**config.mk**
```make
export PLATFORM = sky130hd
export DESIGN_NAME = fetch_unit
export DESIGN_NICKNAME = d
export VERILOG_FILES = /design/src/rtl/riscv_pkg.sv /design/src/rtl/fetch_queue.sv /design/src/rtl/fetch_unit.sv
export SDC_FILE = /design/constraint.sdc
export NUM_CORES = 1
export LEC_CHECK = 0
export CAP_MARGIN = 40
export CORE_MARGIN = 2
export CORE_UTILIZATION = 40
export DETAILED_ROUTE_END_ITERATION = 10
export PLACE_DENSITY = 0.67
export RECOVER_POWER = 100
export REMOVE_ABC_BUFFERS = 1
export SLEW_MARGIN = 20
export SYNTH_ARGS = -nofsm -noshare
export SYNTH_HDL_FRONTEND = slang
export SYNTH_SLANG_ARGS = --single-unit
```
**constraint.sdc**
```tcl
create_clock -name clk -period 8.7 [get_ports clk]
set_input_delay 2.175 -clock clk [delete_from_list [all_inputs] [get_ports clk]]
set_output_delay 2.175 -clock clk [all_outputs]
set_load 0.02 [all_outputs]
```
**src/rtl/riscv_pkg.sv**
```systemverilog
// Shared types and constants for the instruction-fetch front end.
package riscv_pkg;

  localparam int XLEN    = 32;
  localparam int INSTR_W = 32;

  localparam logic [XLEN-1:0] RESET_PC_DEFAULT = 32'h0000_0000;

  typedef struct packed {
    logic [XLEN-1:0]    pc;
    logic [INSTR_W-1:0] instr;
  } fetch_entry_t;

  // Instructions are word aligned, so the low two address bits are dropped.
  function automatic logic [XLEN-1:0] align_pc(input logic [XLEN-1:0] addr);
    return {addr[XLEN-1:2], 2'b00};
  endfunction

endpackage

```
**src/rtl/fetch_queue.sv**
```systemverilog
// Small FIFO of fetched {pc, instr} pairs; flush discards everything not yet popped.
module fetch_queue
  import riscv_pkg::*;
#(
  parameter int DEPTH = 2
) (
  input  logic         clk,
  input  logic         rst,
  input  logic         push,
  input  logic         pop,
  input  logic         flush,
  input  fetch_entry_t wr_data,
  output fetch_entry_t head,
  output logic         full,
  output logic         empty
);

  localparam int PTR_W = $clog2(DEPTH);
  localparam int CNT_W = $clog2(DEPTH + 1);

  logic [PTR_W-1:0] rd_ptr_r;
  logic [PTR_W-1:0] wr_ptr_r;
  logic [CNT_W-1:0] count_r;
  fetch_entry_t     mem_r [DEPTH];
  logic             push_ok_s;
  logic             pop_ok_s;

  // Guard the handshakes so a misbehaving caller can never over/underflow.
  always_comb begin
    full      = (count_r == CNT_W'(DEPTH));
    empty     = (count_r == CNT_W'(0));
    pop_ok_s  = pop & ~empty;
    push_ok_s = push & (~full | pop_ok_s);
    head      = mem_r[rd_ptr_r];
  end

  // Storage, pointers and occupancy; pointers wrap naturally since DEPTH is a power of two.
  always_ff @(posedge clk or posedge rst) begin
    if (rst) begin
      rd_ptr_r <= '0;
      wr_ptr_r <= '0;
      count_r  <= '0;
      for (int i = 0; i < DEPTH; i++) begin
        mem_r[i] <= '0;
      end
    end else if (flush) begin
      count_r  <= '0;
      rd_ptr_r <= wr_ptr_r;
    end else begin
      if (push_ok_s) begin
        mem_r[wr_ptr_r] <= wr_data;
        wr_ptr_r        <= wr_ptr_r + PTR_W'(1);
      end
      if (pop_ok_s) begin
        rd_ptr_r <= rd_ptr_r + PTR_W'(1);
      end
      case ({push_ok_s, pop_ok_s})
        2'b10:   count_r <= count_r + CNT_W'(1);
        2'b01:   count_r <= count_r - CNT_W'(1);
        default: count_r <= count_r;
      endcase
    end
  end

endmodule

```
**src/rtl/fetch_unit.sv**
```systemverilog
// Instruction-fetch front end: owns the PC, fetches one word per cycle into the
// fetch queue, and redirects/flushes on requests from execute.
module fetch_unit
  import riscv_pkg::*;
#(
  parameter logic [31:0] RESET_PC = RESET_PC_DEFAULT,
  parameter int          FQ_DEPTH = 2
) (
  input  logic        clk,
  input  logic        rst,
  output logic [31:0] imem_addr,
  output logic        imem_ren,
  input  logic [31:0] imem_rdata,
  input  logic        redirect_valid,
  input  logic [31:0] redirect_pc,
  output logic        out_valid,
  output logic [31:0] out_pc,
  output logic [31:0] out_instr,
  input  logic        out_ready
);

  logic [31:0]  pc_r;
  logic         pop_s;
  logic         fetch_s;
  logic         full_s;
  logic         empty_s;
  fetch_entry_t head_s;
  fetch_entry_t wr_entry_s;

  // A full queue can still take a new entry in the cycle decode drains its head.
  always_comb begin
    pop_s            = out_valid & out_ready;
    fetch_s          = (~full_s | pop_s) & ~redirect_valid & ~rst;
    wr_entry_s.pc    = pc_r;
    wr_entry_s.instr = imem_rdata;
  end

  assign imem_addr = pc_r;
  assign imem_ren  = fetch_s;
  assign out_valid = ~empty_s;
  assign out_pc    = head_s.pc;
  assign out_instr = head_s.instr;

  // Program counter: redirect wins over sequential advance; stalls hold.
  always_ff @(posedge clk or posedge rst) begin
    if (rst) begin
      pc_r <= RESET_PC;
    end else if (redirect_valid) begin
      pc_r <= align_pc(redirect_pc);
    end else if (fetch_s) begin
      pc_r <= pc_r + 32'd4;
    end else begin
      pc_r <= pc_r;
    end
  end

  fetch_queue #(
    .DEPTH (FQ_DEPTH)
  ) u_fetch_queue (
    .clk     (clk),
    .rst     (rst),
    .push    (fetch_s),
    .pop     (pop_s),
    .flush   (redirect_valid),
    .wr_data (wr_entry_s),
    .head    (head_s),
    .full    (full_s),
    .empty   (empty_s)
  );

endmodule

```
Word level (Yosys, flattened, before mapping)
Index checks and enable logic that the tools add are counted.
{"block": "word_totals", "reg_bits": 164, "wordCells": 50}
{"block": "classes", "n_eq_ne": 3, "n_lt_le_gt_ge": 3, "n_bitwise": 13, "muxes": 12, "reduce_logical": 6, "n_addsub": 5}
{"operator": "$mux 64", "count": 4}
{"operator": "$bwmux 128", "count": 1}
{"operator": "$demux 64 s1", "count": 1}
{"operator": "$mux 32", "count": 2}
{"operator": "$add 32x3->32 const B", "count": 1}
{"operator": "$and 1x1->1", "count": 5}
{"operator": "$eq 2x2->1 const B", "count": 2}
{"operator": "$ge 2x2->1 const B", "count": 2}
{"operator": "$not 1->1", "count": 4}
{"operator": "$not 1->2", "count": 2}
{"operator": "$pmux 2 s2", "count": 1}
{"operator": "$reduce_bool 2->1", "count": 2}
{"operator": "$reduce_bool 3->1", "count": 1}
{"operator": "$add 1x1->1 const B", "count": 2}
{"operator": "$add 2x1->2 const B", "count": 1}
{"operator": "$eq 2x1->1 const B", "count": 1}
{"operator": "$logic_not 2->1", "count": 1}
{"operator": "$lt 2x1->1 const B", "count": 1}
{"operator": "$mux 1", "count": 2}
{"operator": "$mux 2", "count": 1}
{"operator": "$or 1x1->1", "count": 2}
{"operator": "$reduce_and 2->1", "count": 1}
{"operator": "$sub 2x1->2 const B", "count": 1}
{"operator": "$logic_and 1x1->1", "count": 1}

Depth between registers and ports, before layout
{"block": "depth", "word_depth": 10, "depth_mapped": 6, "depth_no_buf": 5}

Cells and area by module
From an unflattened synthesis, not the netlist that was laid out.
{"block": "unflattened", "hier_cells": 593, "area_unflattened_um2": 7876.3}
{"mod": "fetch_queue", "instances": 1, "area_per_inst_um2": 5923.2, "cells_each": 367}
{"mod": "fetch_unit", "instances": 1, "area_per_inst_um2": 1953.1, "cells_each": 226}

Least setup slack after synthesis
Ideal clock, no wire load.
{"block": "synth_timing", "path_kind": "input to register", "start": "input port rst", "end": "register pc_r[10], in the netlist imem_addr[10]", "stages": 5, "setup_ps": 82, "t_arrival_ps": 7435, "slack_ps": 1184, "t_required_ps": 8618, "path_buffers": 1, "cell_sequence": "clkbuf_1 -> inv_1 -> nand3_1 -> or4b_2 -> a31oi_1"}
{"block": "synth_between", "elab_chain_cells": 3}
{"item": "start, declared", "line_no": "fetch_unit.sv:10", "rtl": "input logic rst,"}
{"item": "$not 1->1", "line_no": "fetch_unit.sv:33", "rtl": "fetch_s = (~full_s | pop_s) & ~redirect_valid & ~rst;"}
{"item": "$and 1x1->1", "line_no": "fetch_unit.sv:33"}
{"item": "$reduce_bool 2->1 (no source line)"}
{"item": "end signal, assigned", "line_no": "fetch_unit.sv:49", "rtl": "pc_r <= align_pc(redirect_pc);"}
{"item": "end signal, assigned", "line_no": "fetch_unit.sv:51", "rtl": "pc_r <= pc_r + 32'd4;"}
{"item": "end signal, assigned", "line_no": "fetch_unit.sv:53", "rtl": "pc_r <= pc_r;"}
{"item": "end, declared", "line_no": "fetch_unit.sv:22", "rtl": "logic [31:0] pc_r;"}
No other way between the ends.
A chain may end at the register's enable or synchronous reset.

Worst setup path in the final report
{"block": "layout_timing", "start": "input port out_ready", "end": "register u_fetch_queue.mem_r[21] (netlist bit)"}
{"block": "layout_between", "elab_chain_cells": 6, "word_cells_on_any_way": 8, "cone_classes": "bitwise (7); reduce/logical (1)"}
{"item": "start, declared", "line_no": "fetch_unit.sv:19", "rtl": "input logic out_ready"}
{"item": "$and 1x1->1 (*)", "line_no": "fetch_unit.sv:32", "rtl": "pop_s = out_valid & out_ready;"}
{"item": "$or 1x1->1", "line_no": "fetch_unit.sv:33"}
{"item": "$and 1x1->1 (2 in a row)", "line_no": "fetch_unit.sv:33"}
{"item": "$and 1x1->1 (*)", "line_no": "fetch_queue.sv:33", "rtl": "push_ok_s = push & (~full | pop_ok_s);"}
{"item": "$reduce_and 2->1 (no source line) (*)"}
{"item": "end signal, assigned by index", "line_no": "fetch_queue.sv:51", "rtl": "mem_r[wr_ptr_r] <= wr_data;"}
{"item": "end, declared", "line_no": "fetch_queue.sv:24", "rtl": "fetch_entry_t mem_r [DEPTH];"}
Mark *: on every way between the ends. The rest lies on a longest branch, timed or not.

==> summary.md <==
| Metric | Value |
|---|---|
| Outcome | `finished with violations` |
| Violated checks | `capacitance limit, slew limit` |
| Gr usage total | `0.1837` |
| Final WS setup | `1.909 ns` |
| Post-synthesis adder-cell area fraction | `0.001682` |
| Row count | `49` |
| Post-Synth XOR/XNOR Area | `0.01178` |
| Crit Path Max Fanout | `44` |
| Post-Syn Area | `0.007437 mm^2` |
| Post-synthesis mux area share | `0.2830` |
| Fin crit period | `6.791 ns` |
| Async SR Flop Fraction | `1.000` |
| Synth Instances | `579` |
| WL final | `17990 um` |
| Crit-path max cell delay | `1.98 ns` |
| GR Overflow Total | `0` |
| Clock sinks | `158` |
| Worst clock skew | `0.01023 ns` |
| Root Driver | `clkbuf_16` |
| Simple-gate share of the synthesized area | `0.09573` |
| ANT cells | `0` |
| DRC viols | `0` |
| RSZ-0062 raised after global routing | `no` |
| Worst VDD drop | `0.0001373 V` |
| Vias/cell | `5.429` |
| Critical path capture point type | `flip-flop` |
| DR vias | `5277` |
| # setup viols final | `0` |
| WP data arrival | `7.08 ns` |
| Post-synthesis cell type count | `45` |
| Sequential area share after synthesis | `0.5316` |
| Post-detail-place hpwl | `12180 um` |
| Max Buffers Root-to-Sink | `2` |
| Reg2reg path depth | `5` |
| DRT iter0 DRCs | `241` |
| Final hold vios | `0` |
| Pleak | `3.940 nW` |
| DRT Pass-1 Iters | `4` |
| CTS Buf Count | `17` |
| Setup TNS | `0 ns` |
| Hold Crit Class | `reg -> reg` |
| Post-CTS setup buffer count | `0` |
| Post-synth EDFFs | `0` |
| Slowest CP cell | `clkbuf_1` |
| Yosys reg bits | `158` |
| Vias in the first global route | `5556` |
| Final Cycle Share | `0.7805` |
| Die area | `0.01970 mm^2` |
| Cts hold-fix bufs | `0` |
| Crit-path cells | `dlygate4sd3_1 > nor3b_1 > nor3_1 > nand2_1 > clkbuf_1 > mux2_2` |
| Main synth FF type | `dfrtp_1` |
| IO Count | `166` |
| Synth Area in Compound Gates | `0.04929` |
| Core Area | `0.01809 mm^2` |
| Initial antenna violation count | `0` |
| H-tree depth | `4` |
| Share of layout cells above drive strength 1 | `0.3055` |
| Routability Congestion | `0.8292` |
| Wire per inst | `18.51 um` |
| Startpoint Class | `input pin` |
| Max frequency | `147.3 MHz` |
| Worst slew pin tran | `2.804 ns` |
| Largest family of logic cells by synthesized area | `multiplexers` |
| Yosys top cell by area | `dfrtp_1` |
| Die W | `140.4 um` |
| Clock latency on the worst-skew pair | `0.41 ns` |
| Worst setup path class | `in -> reg` |
| Area delta synth->final | `31.96%` |
| IO Port Bufs | `159` |
| First-pass GRT wire length | `28860 um` |
| Synthesis Warnings | `0` |
| Max-cap viol count | `4` |
| Post-synth top area share | `0.5316` |
| PD cells | `344.1 mW/mm^2` |
| Antenna Nets Post-Route | `0` |
| DP Worst Slack | `2.161 ns` |
| Avg Synthesized Cell Area | `12.84 um^2` |
| Hold depth | `1` |
| Fin nets | `799` |
| Slew HR | `-0.8693` |
| Max Slew Vio Count | `183` |
| Largest net degree at the start of global routing | `95` |
| Required time of the critical path | `8.99 ns` |
| Die height | `140.4 um` |
| Cells resized by post-CTS repair | `0` |
| CTS tree | `yes` |
| Largest cells by area after synthesis | `dfrtp_1 (53%), mux2_2 (28%), nand2_1 (1.8%)` |
| Clk slew on worst S/H paths | `0.06 ns` |
| Initial core utilization | `0.4112` |
==> cell families after synthesis <==
family | count (synthesis)
multiplexers | 187
flip-flops | 158
other | 1
AO/OA/AOI/OAI | 54
adder cells (fa/ha/maj) | 1
buffers and inverters | 43
XOR/XNOR | 10
AND/OR/NAND/NOR | 125
==> stage by stage <==
step | power [W] | hold WS [ns] | instances | area, um^2 | util
floorplan | 0.002099 | 0.4739 | 543 | 7267 | -
global placement | 0.002665 | 0.4807 | 936 | 9205 | 0.5090
detailed placement | 0.002719 | 0.4871 | 938 | 9248 | 0.5113
CTS | 0.003495 | 0.5011 | 970 | 9854 | 0.5449
global route | 0.003557 | 0.5093 | 972 | 9814 | 0.5427
finish | 0.003377 | 0.4987 | 972 | 9814 | 0.5427
==> Yosys cell counts, drive strengths merged (2+ instances only) <==
cell type,number
clkbuf,20
dfrtp,158
or2,2
nor2,20
nand4,9
buf,19
inv,4
and3,4
nand3,18
o311ai,10
o31ai,6
or4b,3
a31oi,14
xnor2,5
nand4b,3
o21ai,15
mux2,186
o211ai,2
or4,13
nor4,6
nand2,36
xor2,5
and4,4
o41ai,5
==> final cells by class <==
cell class	instances	area, um^2
Fill cell	1530	8272
Multi-Input combinational cell	381	3287
Timing Repair Buffer	168	1664
Clock buffer	22	474.2
Inverter	4	16.27
Sequential cell	158	3954
Clock inverter	10	132.6
Tap cell	229	286.5
==> placed cells by master (no fill, tap or decap), types with 2 or more instances in the layout <==
| cell type | synthesis | layout |
|---|---|---|
| mux2_2 | 186 | 185 |
| dfrtp_1 | 158 | 158 |
| dlygate4sd3_1 | 0 | 93 |
| clkdlybuf4s50_1 | 0 | 66 |
| nand2_1 | 36 | 36 |
| nor2_1 | 20 | 20 |
| nand3_1 | 18 | 18 |
| clkbuf_16 | 0 | 17 |
| o21ai_0 | 15 | 15 |
| a31oi_1 | 14 | 14 |
| or4_1 | 11 | 11 |
| o311ai_0 | 10 | 10 |
| clkbuf_1 | 19 | 8 |
| nand4_1 | 7 | 7 |
| nor4_1 | 5 | 6 |
| o31ai_1 | 6 | 6 |
| xnor2_1 | 5 | 5 |
| xor2_1 | 5 | 5 |
| o41ai_1 | 5 | 5 |
| clkinv_2 | 0 | 5 |
| and3_1 | 4 | 4 |
| conb_1 | 1 | 4 |
| inv_1 | 4 | 3 |
| and4_1 | 3 | 3 |
| nand4b_1 | 3 | 3 |
| clkbuf_8 | 0 | 3 |
| bufinv_16 | 0 | 3 |
| or2_2 | 2 | 2 |
| o211ai_1 | 2 | 2 |
| or4b_1 | 2 | 2 |
| inv_6 | 0 | 2 |
==> final timing paths <==
path | endpoint | startpoint | slack, ns
worst max-delay path | u_fetch_queue.mem_r[21] | out_ready | 1.91
worst min-delay path | u_fetch_queue.mem_r[25] | u_fetch_queue.mem_r[25] | 0.50
worst max register to register | u_fetch_queue.mem_r[21] | u_fetch_queue.count_r[0] | 3.87
worst min register to register | u_fetch_queue.mem_r[25] | u_fetch_queue.mem_r[25] | 0.50
max in group asynchronous | u_fetch_queue.mem_r[86] | rst | 2.31
min in group asynchronous | imem_addr[2] | rst | 2.68
==> routing by layer <==
layer | up-vias | part of all wire | track usage
met3 | 10 | 0.045 | 0.03214
met5 | - | 0 | 0
li1 | 2451 | - | -
met2 | 137 | 0.49 | 0.3199
met4 | 0 | 0.0084 | 0.04572
met1 | 2679 | 0.46 | 0.2389
==> power breakdown <==
part           total [W]  switching [W]  internal, W
clock           0.000761       0.000287     0.000474
combinational    0.00139       0.000622     0.000767
sequential       0.00123       0.000185      0.00104
total            0.00338        0.00109      0.00228
==> worst max-delay path, delay by kind of cell <==
kind	cells	cell delay (ns)
muxes	1	0.48
and+or+nand+nor	3	1.71
buffers and inverters	2	2.63
==> flip-flops by register name, summed over array words and instances (netlist names) <==
signal and flops:
u_fetch_queue.mem_r 124, imem_addr 30, u_fetch_queue.count_r 2, u_fetch_queue.rd_ptr_r 1
u_fetch_queue.wr_ptr_r 1
No activity file was read; power rests on OpenSTA's default activity.
